===== src/rtl/sym_ram_pkg.sv =====
// sym_ram_pkg: shared clear-sequencer states and default symbol/address widths
package sym_ram_pkg;
  localparam int SYM_DW = 16;
  localparam int SYM_AW = 5;
  typedef enum logic {ST_IDLE, ST_CLEAR} state_e;
endpackage


===== src/rtl/sym_ram_clr_seq.sv =====
// sym_ram_clr_seq: zeroes the array one word per edge after reset or on clr_start_i
module sym_ram_clr_seq
  import sym_ram_pkg::*;
#(
  parameter int AW    = SYM_AW,
  parameter int DEPTH = 1 << AW
) (
  input  logic          clk,
  input  logic          rst,
  input  logic          clr_start_i,
  output logic          clr_busy_o,
  output logic          clr_we_o,
  output logic [AW-1:0] clr_addr_o
);
  localparam logic [AW-1:0] LAST = AW'(DEPTH - 1);
  state_e        state_q, state_d;
  logic [AW-1:0] cnt_q, cnt_d;
  logic          last;
  always_comb begin
    last    = cnt_q == LAST;
    state_d = (state_q == ST_CLEAR) ? (last ? ST_IDLE : ST_CLEAR) : (clr_start_i ? ST_CLEAR : ST_IDLE);
    cnt_d   = (state_q == ST_CLEAR && !last) ? cnt_q + 1'b1 : '0;
  end
  always_ff @(posedge clk or posedge rst) begin
    if (rst) begin
      state_q <= ST_CLEAR;
      cnt_q   <= '0;
    end else begin
      state_q <= state_d;
      cnt_q   <= cnt_d;
    end
  end
  assign clr_busy_o = state_q == ST_CLEAR;
  assign clr_we_o   = state_q == ST_CLEAR;
  assign clr_addr_o = cnt_q;
endmodule


===== src/rtl/sym_ram_dp.sv =====
// sym_ram_dp: simple-dual-port symbol RAM with registered read and hardware clear.
// SYM_RAM_BYPASS_EN selects write-first forwarding on same-address read/write.
module sym_ram_dp
  import sym_ram_pkg::*;
#(
  parameter int DW    = SYM_DW,
  parameter int AW    = SYM_AW,
  parameter int DEPTH = 1 << AW
) (
  input  logic          clk,
  input  logic          rst,
  input  logic          clr_start,
  output logic          clr_busy,
  input  logic          wen,
  input  logic [AW-1:0] waddr,
  input  logic [DW-1:0] din,
  input  logic          ren,
  input  logic [AW-1:0] raddr,
  output logic [DW-1:0] dout,
  output logic          dout_vld
);
  logic          clr_we;
  logic [AW-1:0] clr_addr;
  logic          we, win, rin, hit;
  logic [AW-1:0] wa;
  logic [DW-1:0] wd, rdata;
  logic [DW-1:0] dout_q, dout_d;
  logic          vld_q, vld_d;
  logic [DW-1:0] mem_q [0:DEPTH-1];
  sym_ram_clr_seq #(.AW(AW), .DEPTH(DEPTH)) u_clr (
    .clk        (clk),
    .rst        (rst),
    .clr_start_i(clr_start),
    .clr_busy_o (clr_busy),
    .clr_we_o   (clr_we),
    .clr_addr_o (clr_addr)
  );
  always_comb begin
    win    = {1'b0, waddr} < (AW+1)'(DEPTH);
    rin    = {1'b0, raddr} < (AW+1)'(DEPTH);
    we     = clr_busy ? clr_we : (wen && win);
    wa     = clr_busy ? clr_addr : waddr;
    wd     = clr_busy ? '0 : din;
`ifdef SYM_RAM_BYPASS_EN
    hit    = wen && waddr == raddr;
`else
    hit    = 1'b0;
`endif
    rdata  = !rin ? '0 : (hit ? din : mem_q[raddr]);
    vld_d  = !clr_busy && ren;
    dout_d = vld_d ? rdata : dout_q;
  end
  always_ff @(posedge clk) begin
    if (we) mem_q[wa] <= wd;
  end
  always_ff @(posedge clk or posedge rst) begin
    if (rst) begin
      dout_q <= '0;
      vld_q  <= 1'b0;
    end else begin
      dout_q <= dout_d;
      vld_q  <= vld_d;
    end
  end
  assign dout     = dout_q;
  assign dout_vld = vld_q;
endmodule


===== config.mk =====
export PLATFORM = sky130hd
export DESIGN_NAME = sym_ram_dp
export DESIGN_NICKNAME = d
export VERILOG_FILES = /design/src/rtl/sym_ram_pkg.sv /design/src/rtl/sym_ram_clr_seq.sv /design/src/rtl/sym_ram_dp.sv
export SDC_FILE = /design/constraint.sdc
export NUM_CORES = 1
export LEC_CHECK = 0
export CORE_MARGIN = 4
export CORE_UTILIZATION = 55
export DETAILED_ROUTE_END_ITERATION = 10
export GPL_ROUTABILITY_DRIVEN = 0
export GPL_TIMING_DRIVEN = 0
export PLACE_DENSITY_LB_ADDON = 0.05
export SLEW_MARGIN = 20
export SYNTH_ARGS = -nofsm -noshare
export SYNTH_HDL_FRONTEND = slang
export SYNTH_SLANG_ARGS = --single-unit

===== constraint.sdc =====
create_clock -name clk -period 4.3 [get_ports clk]
set_input_delay 0.43 -clock clk [delete_from_list [all_inputs] [get_ports clk]]
set_output_delay 0.43 -clock clk [all_outputs]
set_load 0.005 [all_outputs]

After elaboration in Yosys (flattened, before gate mapping) --
Memories as Yosys holds them, arrays and structs flattened. A register that Yosys moved wholly into a read port is not among the register bits. Index checks and enable logic that the tools add are counted.
Operators by class: reduce and logical (&&, ||, !) cells 4, mux-type cells 9, add/subtract/negate cells 1, equal/unequal tests 1
Operators by type and width (count):
- $mux 16 | 1
- $mux 5 | 2
- $mux 1 | 6
- $add 5x1->5 const B | 1
- $eq 5x5->1 const B | 1
- $logic_and 1x1->1 | 2
- $logic_not 1->1 | 2
Storage, ports and cells: memory bits (writable) 512, memories 1, register bits after elaboration 7
Memories:
- mem_q | depth 32, width 16, read ports 1, clocked after Yosys merged registers in 1, wr ports 1, RTL line sym_ram_dp.sv:29 | logic [DW-1:0] mem_q [0:DEPTH-1];

Depth between registers and ports, before layout --
word-level depth 4, gate-level depth with buffers 8, mapped depth without buffers 5

Hierarchy --
A second synthesis with hierarchy kept.
Unflattened totals: cells, all modules 1178, area total of the unflattened synthesis 21317.9 sq um
By module, submodules not included:
- sym_ram_dp | cells each 1153, times used 1, seq. area each 15800.2 sq um, area an instance 21045.2 sq um
- sym_ram_clr_seq | cells each 25, times used 1, seq. area each 151.4 sq um, area an instance 272.8 sq um

Least setup slack after synthesis --
No wires, ideal clock.
path kind register to register, from reg u_clr.state_q (netlist: u_clr.clr_busy_o), to mem mem_q[19][0] in the netlist's numbering (enable), required time 3.911 ns, arrival time 2.030 ns, stages on the path, launching flop included 5, path buffers 1, setup time 0.389 ns, period minus slack after synthesis 2.419 ns, slack 1.881 ns, cells stage by stage dfstp_2 > buf_1 > mux2i_1 > nand2_1 > nor2_1
Between the ends: word-level cells in the longest chain between the ends 3, elaborated cells between the ends (all ways) 4, classes of those cells mux (4)
RTL lines:
- start: declaration | RTL line sym_ram_clr_seq.sv:16 | state_e state_q, state_d;
- start signal: assignment | RTL line sym_ram_clr_seq.sv:29 | state_q <= state_d;
- $mux 1 | RTL line sym_ram_dp.sv:41 | we = clr_busy ? clr_we : (wen && win);
- $mux 1 | RTL line sym_ram_dp.sv:54 | if (we) mem_q[wa] <= wd;
- $mux 1 (implied by the code) | RTL line sym_ram_dp.sv:54
- end: declaration | RTL line sym_ram_dp.sv:29
Several ways; a longest one is shown, not always the timed one.

Worst setup path in the final report --
from reg u_clr.state_q (netlist: u_clr.clr_busy_o), to mem mem_q[14][13] in the netlist's numbering (enable)
Same word-level chain as after synthesis.

==> flow_summary_export.csv <==
group,metric,value,unit
run_status,status,"finished clean",
critical_path,max_stage_delay,0.75,ns
clocking,cts_tree,"built",
critical_path,r2r_setup_slack,0.89,ns
critical_path,end_kind,"register",
clocking,ctsHoldBuffers,0,
yosys,synth_seq_cells,535,
finish,regArea,16000,sq um
critical_path,cp_max_fo,10,
global_route,overflow,0,
sta,skew,0.0165,ns
clocking,cts.sinks,535,
clocking,clk_pin_slew,0.07,ns
yosys,async_reset_ff_frac,0.0430,
global_route,antenna_found_initial,0,
routing,wl_met1,23.9,mm
yosys,yosys_warnings,0,
critical_path,crit-reg2reg-launch,"u_clr.clr_busy_o$_DFF_PP1_",
floorplan,die_h,205,um
finish,nNetsFinal,1352,
routing,firstDrtPassIters,5,
floorplan,ios,49,
yosys,synth_nets,1207,
finish,drive_gt1_frac,0.182,
finish,fillers,2604,
sta,worstMarginPinSlew,1.14,ns
clocking,cts_max_level,2,
clocking,cts_buffers,53,
place,dpl_cell_area,23300,sq um
global_route,grt_pass1_vias,11300,
yosys,netlist_instances,1174,
routing,wl,54.4,mm
routing,route.met2.wl,24.4,mm
critical_path,cp-start-kind,"register",
yosys,yosysSeqAreaShare,0.750,
sta,tns,0,ns
finish,area_growth,17.9,%
floorplan,fp-row-count,71,
clocking,insertion_delay,0.60,ns
critical_path,r2r_cells,6,
global_route,grt_pass1_wl,78.3,mm
routing,vias_per_cell,6.15,
place,port_buffers,47,
floorplan,fp.dieArea,41900,sq um
sta,slew_headroom,0.243,
flow_run,drv_cap,0,
place,dp_cells,1774,
pwr,p_leak,9.00,nW
finish,antenna_cells,0,
floorplan,die_w,205,um
finish,multiInputGateArea,5000,sq um
critical_path,crit_required,4.60,ns
routing,top_layer_used,"met4",
sta,fmax,0.294,GHz
sta,period_minus_slack,3.41,ns
sta,rsz0062_at_grt,"false",
floorplan,core-area,37900,sq um
routing,drc,0,
yosys,synth-edff-count,512,
yosys,synth-main-ff-cell,"edfxtp_1",
critical_path,critical_path.cell_chain,"buf_1 > nand2_1 > o32ai_1 > nand2_1 > nor2_2 > buf_6",
critical_path,cp-startpoint,"u_clr.clr_busy_o$_DFF_PP1_",
pwr,power.density,515,nW/um^2
sta,hold_viol,0,
finish,final_area,25100,sq um
critical_path,crit_path_frequent_cell,"nand2_1",
global_route,track_usage,0.261,
critical_path,critPathArrivalTime,3.71,ns
routing,drtIter0Drc,1257,
finish,finalNonFillerCells,1874,
critical_path,cp_slowest_cell,"buf_1",
clocking,cts_root_buf,"clkbuf_16",
yosys,syn_avg_cell_area,18.1,sq um
clocking,post_cts_buffers,0,
critical_path,r2r_end,"mem_q[14][13]$_DFFE_PP_",
routing,num_vias,11500,
floorplan,start_util,0.561,
place,hpwl,37.2,mm
critical_path,worstSetupPathType,"register to register",
routing,dr_wl_met3,4.21,mm
pwr,ir_worst_vdd,394,uV
routing,wl_per_cell,29.0,um
routing,ant_nets,0,
finish,fin_util,0.661,
clocking,cts-resized-gates,0,
critical_path,worstSetupEndpoint,"mem_q[14][13]$_DFFE_PP_",
sta,finalCritPeriodShare,0.792,
sta,slew_violations,0,
sta,setup_viol,0,
clocking,clockBufferDepth,3,
min_path,min_path_type,"primary input to async pin",
yosys,synth_area,21300,sq um
yosys,synth_cell_types,38,
global_route,grt_max_degree,33,
layer usage:
layer / GRT usage / vias up
met1: 0.395 / 5874
met4: 0.0905 / 0
met5: 0 / -
met3: 0.0405 / 87
li1: - / 5031
met2: 0.394 / 532
where the power goes:
part           leakage [nW]  total (W)  internal, W  switching, W
Sequential             5.04    0.00649      0.00629      0.000209
Clock                 0.861    0.00465      0.00274       0.00192
Combinational          3.11    0.00176     0.000647       0.00111
kinds of logic (layout without fill, tap and decap cells):
family | Yosys count | after routing | synth area share
AOI/OAI and AO/OA | 201 | 201 | 0.0803
buffers and inverters | 78 | 267 | 0.0255
DFF | 535 | 535 | 0.750
xor gates and xnor gates | 2 | 2 | 0.000823
muxes | 258 | 258 | 0.121
and+or+nand+nor | 98 | 98 | 0.0209
adders and majority gates | 2 | 2 | 0.00118
layout by cell type, fill, tap and decap left out, types with 4 or more instances in the layout:
cell / n
nand2_1: 27
inv_1: 8
clkinv_2: 13
nor2_1: 8
buf_12: 8
buf_2: 12
o41ai_2: 16
buf_1: 10
a221oi_2: 13
clkinv_1: 7
bufinv_16: 6
clkbuf_1: 30
a22o_1: 32
nor2_2: 33
buf_16: 8
buf_4: 10
buf_6: 17
clkdlybuf4s50_1: 47
a21oi_1: 32
a221oi_1: 19
o22ai_1: 16
clkbuf_16: 55
nor2b_4: 16
buf_8: 26
nand2b_1: 4
dfrtp_1: 22
o32ai_1: 4
edfxtp_1: 512
a22oi_1: 65
mux2i_1: 257
Yosys cell counts, drive strengths merged, types with 2 or more instances:
library cell	n	share of area
buf	49	0.020
edfxtp	512	0.72
nor2b	19	0.0056
a21oi	32	0.0075
a31oi	3	0.00088
inv	9	0.0016
mux2i	257	0.12
o41ai	16	0.012
nand2b	4	0.0012
nor2	41	0.0074
clkbuf	20	0.0038
nor3b	2	0.00071
nand2	27	0.0048
o22ai	16	0.0047
nand3	2	0.00047
a22o	32	0.013
a221oi	32	0.017
a22oi	65	0.023
o32ai	4	0.0016
ha	2	0.0012
dfrtp	22	0.026
sequential cells by signal (all words and copies together), names as in the netlist:
| name | count |
|---|---|
| dout | 16 |
| dout_vld | 1 |
| u_clr.clr_busy_o | 1 |
| mem_q | 512 |
| u_clr.clr_addr_o | 5 |
metrics by stage:
step | power, W | setup WS (ns) | hold WS [ns]
2_1_floorplan | 0.00740 | 1.88 | 0.431
3_3_place_gp | 0.00809 | 0.589 | 0.479
3_5_place_dp | 0.00834 | 0.860 | 0.485
4_1_cts | 0.0129 | 0.973 | 0.317
5_1_grt | 0.0133 | 0.771 | 0.295
6_report | 0.0129 | 0.893 | 0.247
final cells by class:
cell class              instances  area share
plain buffers                  69      0.0203
repair buffers                 90      0.0472
multi-input cells             561       0.199
inverters                       9     0.00135
well taps                     511      0.0255
flip-flops and latches        535       0.636
clock buffers                  69      0.0578
clock inverters                30      0.0123
how the worst min path moves through the flow:
stage                                    endpoint  slack, ns  cells after the start
floorplan                     dout[0]$_DFFE_PP0P_       0.43                      1
global placement              dout[8]$_DFFE_PP0P_       0.48                      2
detailed placement            dout[8]$_DFFE_PP0P_       0.48                      2
CTS                    u_clr.clr_busy_o$_DFF_PP1_       0.32                      3
global route        u_clr.clr_addr_o[4]$_DFF_PP0_       0.30                      2
finish              u_clr.clr_addr_o[4]$_DFF_PP0_       0.25                      2
critical path, delay by kind of cell (launching register included):
kind	cells	cell delay, ns
DFF	1	0.57
AOI/OAI and AO/OA	1	0.42
and+or+nand+nor	3	1.11
buffers and inverters	2	1.00
(Power assumes the default switching activity.)
==> edit, RTL diff (config.mk and constraints unchanged) <==
Put one more register stage on the output `dout_vld`, without a reset. The value now appears one clock later. The other outputs are not delayed to match.
--- a/src/rtl/sym_ram_dp.sv
+++ b/src/rtl/sym_ram_dp.sv
@@ -63,6 +63,8 @@
     end
   end
   assign dout     = dout_q;
-  assign dout_vld = vld_q;
+  always_ff @(posedge clk) begin
+    dout_vld <= vld_q;
+  end
 endmodule
 
Behaviour: no difference found for any inputs over 4 cycles, from zero or initial values and one cycle with rst high; that may be too few to reach the edited logic, so the function may still have changed.
==> edit against the original RTL <==
  * Cell area up 0.46%
  * First-iteration DRC count down 11%
  * Non-clock buffer count unchanged
  * Count of clock-buffer cells in the layout unchanged
  * Sequential cell count up 1
  * Routed wire length up 0.41%
  * Worst setup slack better by 0.020 ns
  * Maximum frequency up 0.60%
  * Area after synthesis about the same
  * Power up 1.7%
  * Critical endpoint is now mem_q[15][12]$_DFFE_PP_
  * Largest cell class unchanged
==> edit: results (changes against the original RTL) <==
seq_area_mm2: 0.0160  # about the same
p_switching_mw: 3.24  # was 3.23 mW
hpwlAfterDp_mm: 37.8  # was 37.2 mm
powerClk_mw: 4.84  # was 4.65 mW
grt_pass1_wl_mm: 79.0  # was 78.3 mm
synth_area_leaders: "edfxtp_1, mux2i_1, dfrtp_1"  # unchanged
ir_worst_vdd_uv: 338  # was 394 uV
wl_met3_mm: 4.48  # was 4.21 mm
syn_nets: 1208  # was 1207
nFillCells: 2563  # was 2604
worst_slew_pin_slew_ns: 1.12  # was 1.14 ns
synth.distinct_cells: 39  # was 38
clock_area_share_pct: 7.27  # was 7.01%
buf_share_pct: 6.80  # was 6.75%
dr.max_layer_used: "met5"  # was met4
ys_seq_area_share_pct: 75.0  # about the same
synth-compound-area-share_pct: 8.03  # about the same
first_global_vias: 11400  # was 11300
wl_met1_mm: 23.5  # was 23.9 mm
cp.arrival_ns: 3.69  # was 3.71 ns
status: "complete, no violations"  # unchanged
routedWlPerCell_um: 29.1  # was 29.0 um
dp.cells: 1775  # was 1774
clock_skew_ns: 0.0260  # was 0.0165 ns
vias_per_cell: 6.15  # about the same
## edit: path summary, 6_finish.rpt
| path | endpoint | slack (ns) | depth (start not counted) |
|---|---|---|---|
| worst min register to register | dout_vld$_DFF_P_ | 0.45 | 0 |
| worst min-delay path | u_clr.clr_busy_o$_DFF_PP1_ | 0.36 | 3 |
| worst max-delay path | mem_q[15][12]$_DFFE_PP_ | 0.91 | 6 |
| max in group asynchronous | dout[5]$_DFFE_PP0P_ | 3.27 | 2 |
| worst max register to register | mem_q[15][12]$_DFFE_PP_ | 0.91 | 6 |
| min in group asynchronous | u_clr.clr_addr_o[1]$_DFF_PP0_ | 0.39 | 2 |
## edit: through the flow
step                      cell area [um^2]  setup WS [ns]  total power [mW]  util (%)
after floorplan                      21300           1.88              7.41         -
after detailed placement             23300          0.914              8.37      61.6
after global placement               22400          0.570              8.11      59.1
after global routing                 25200          0.689              13.6      66.4
after CTS                            25200          0.935              13.2      66.4
final                                25200          0.913              13.1      66.4
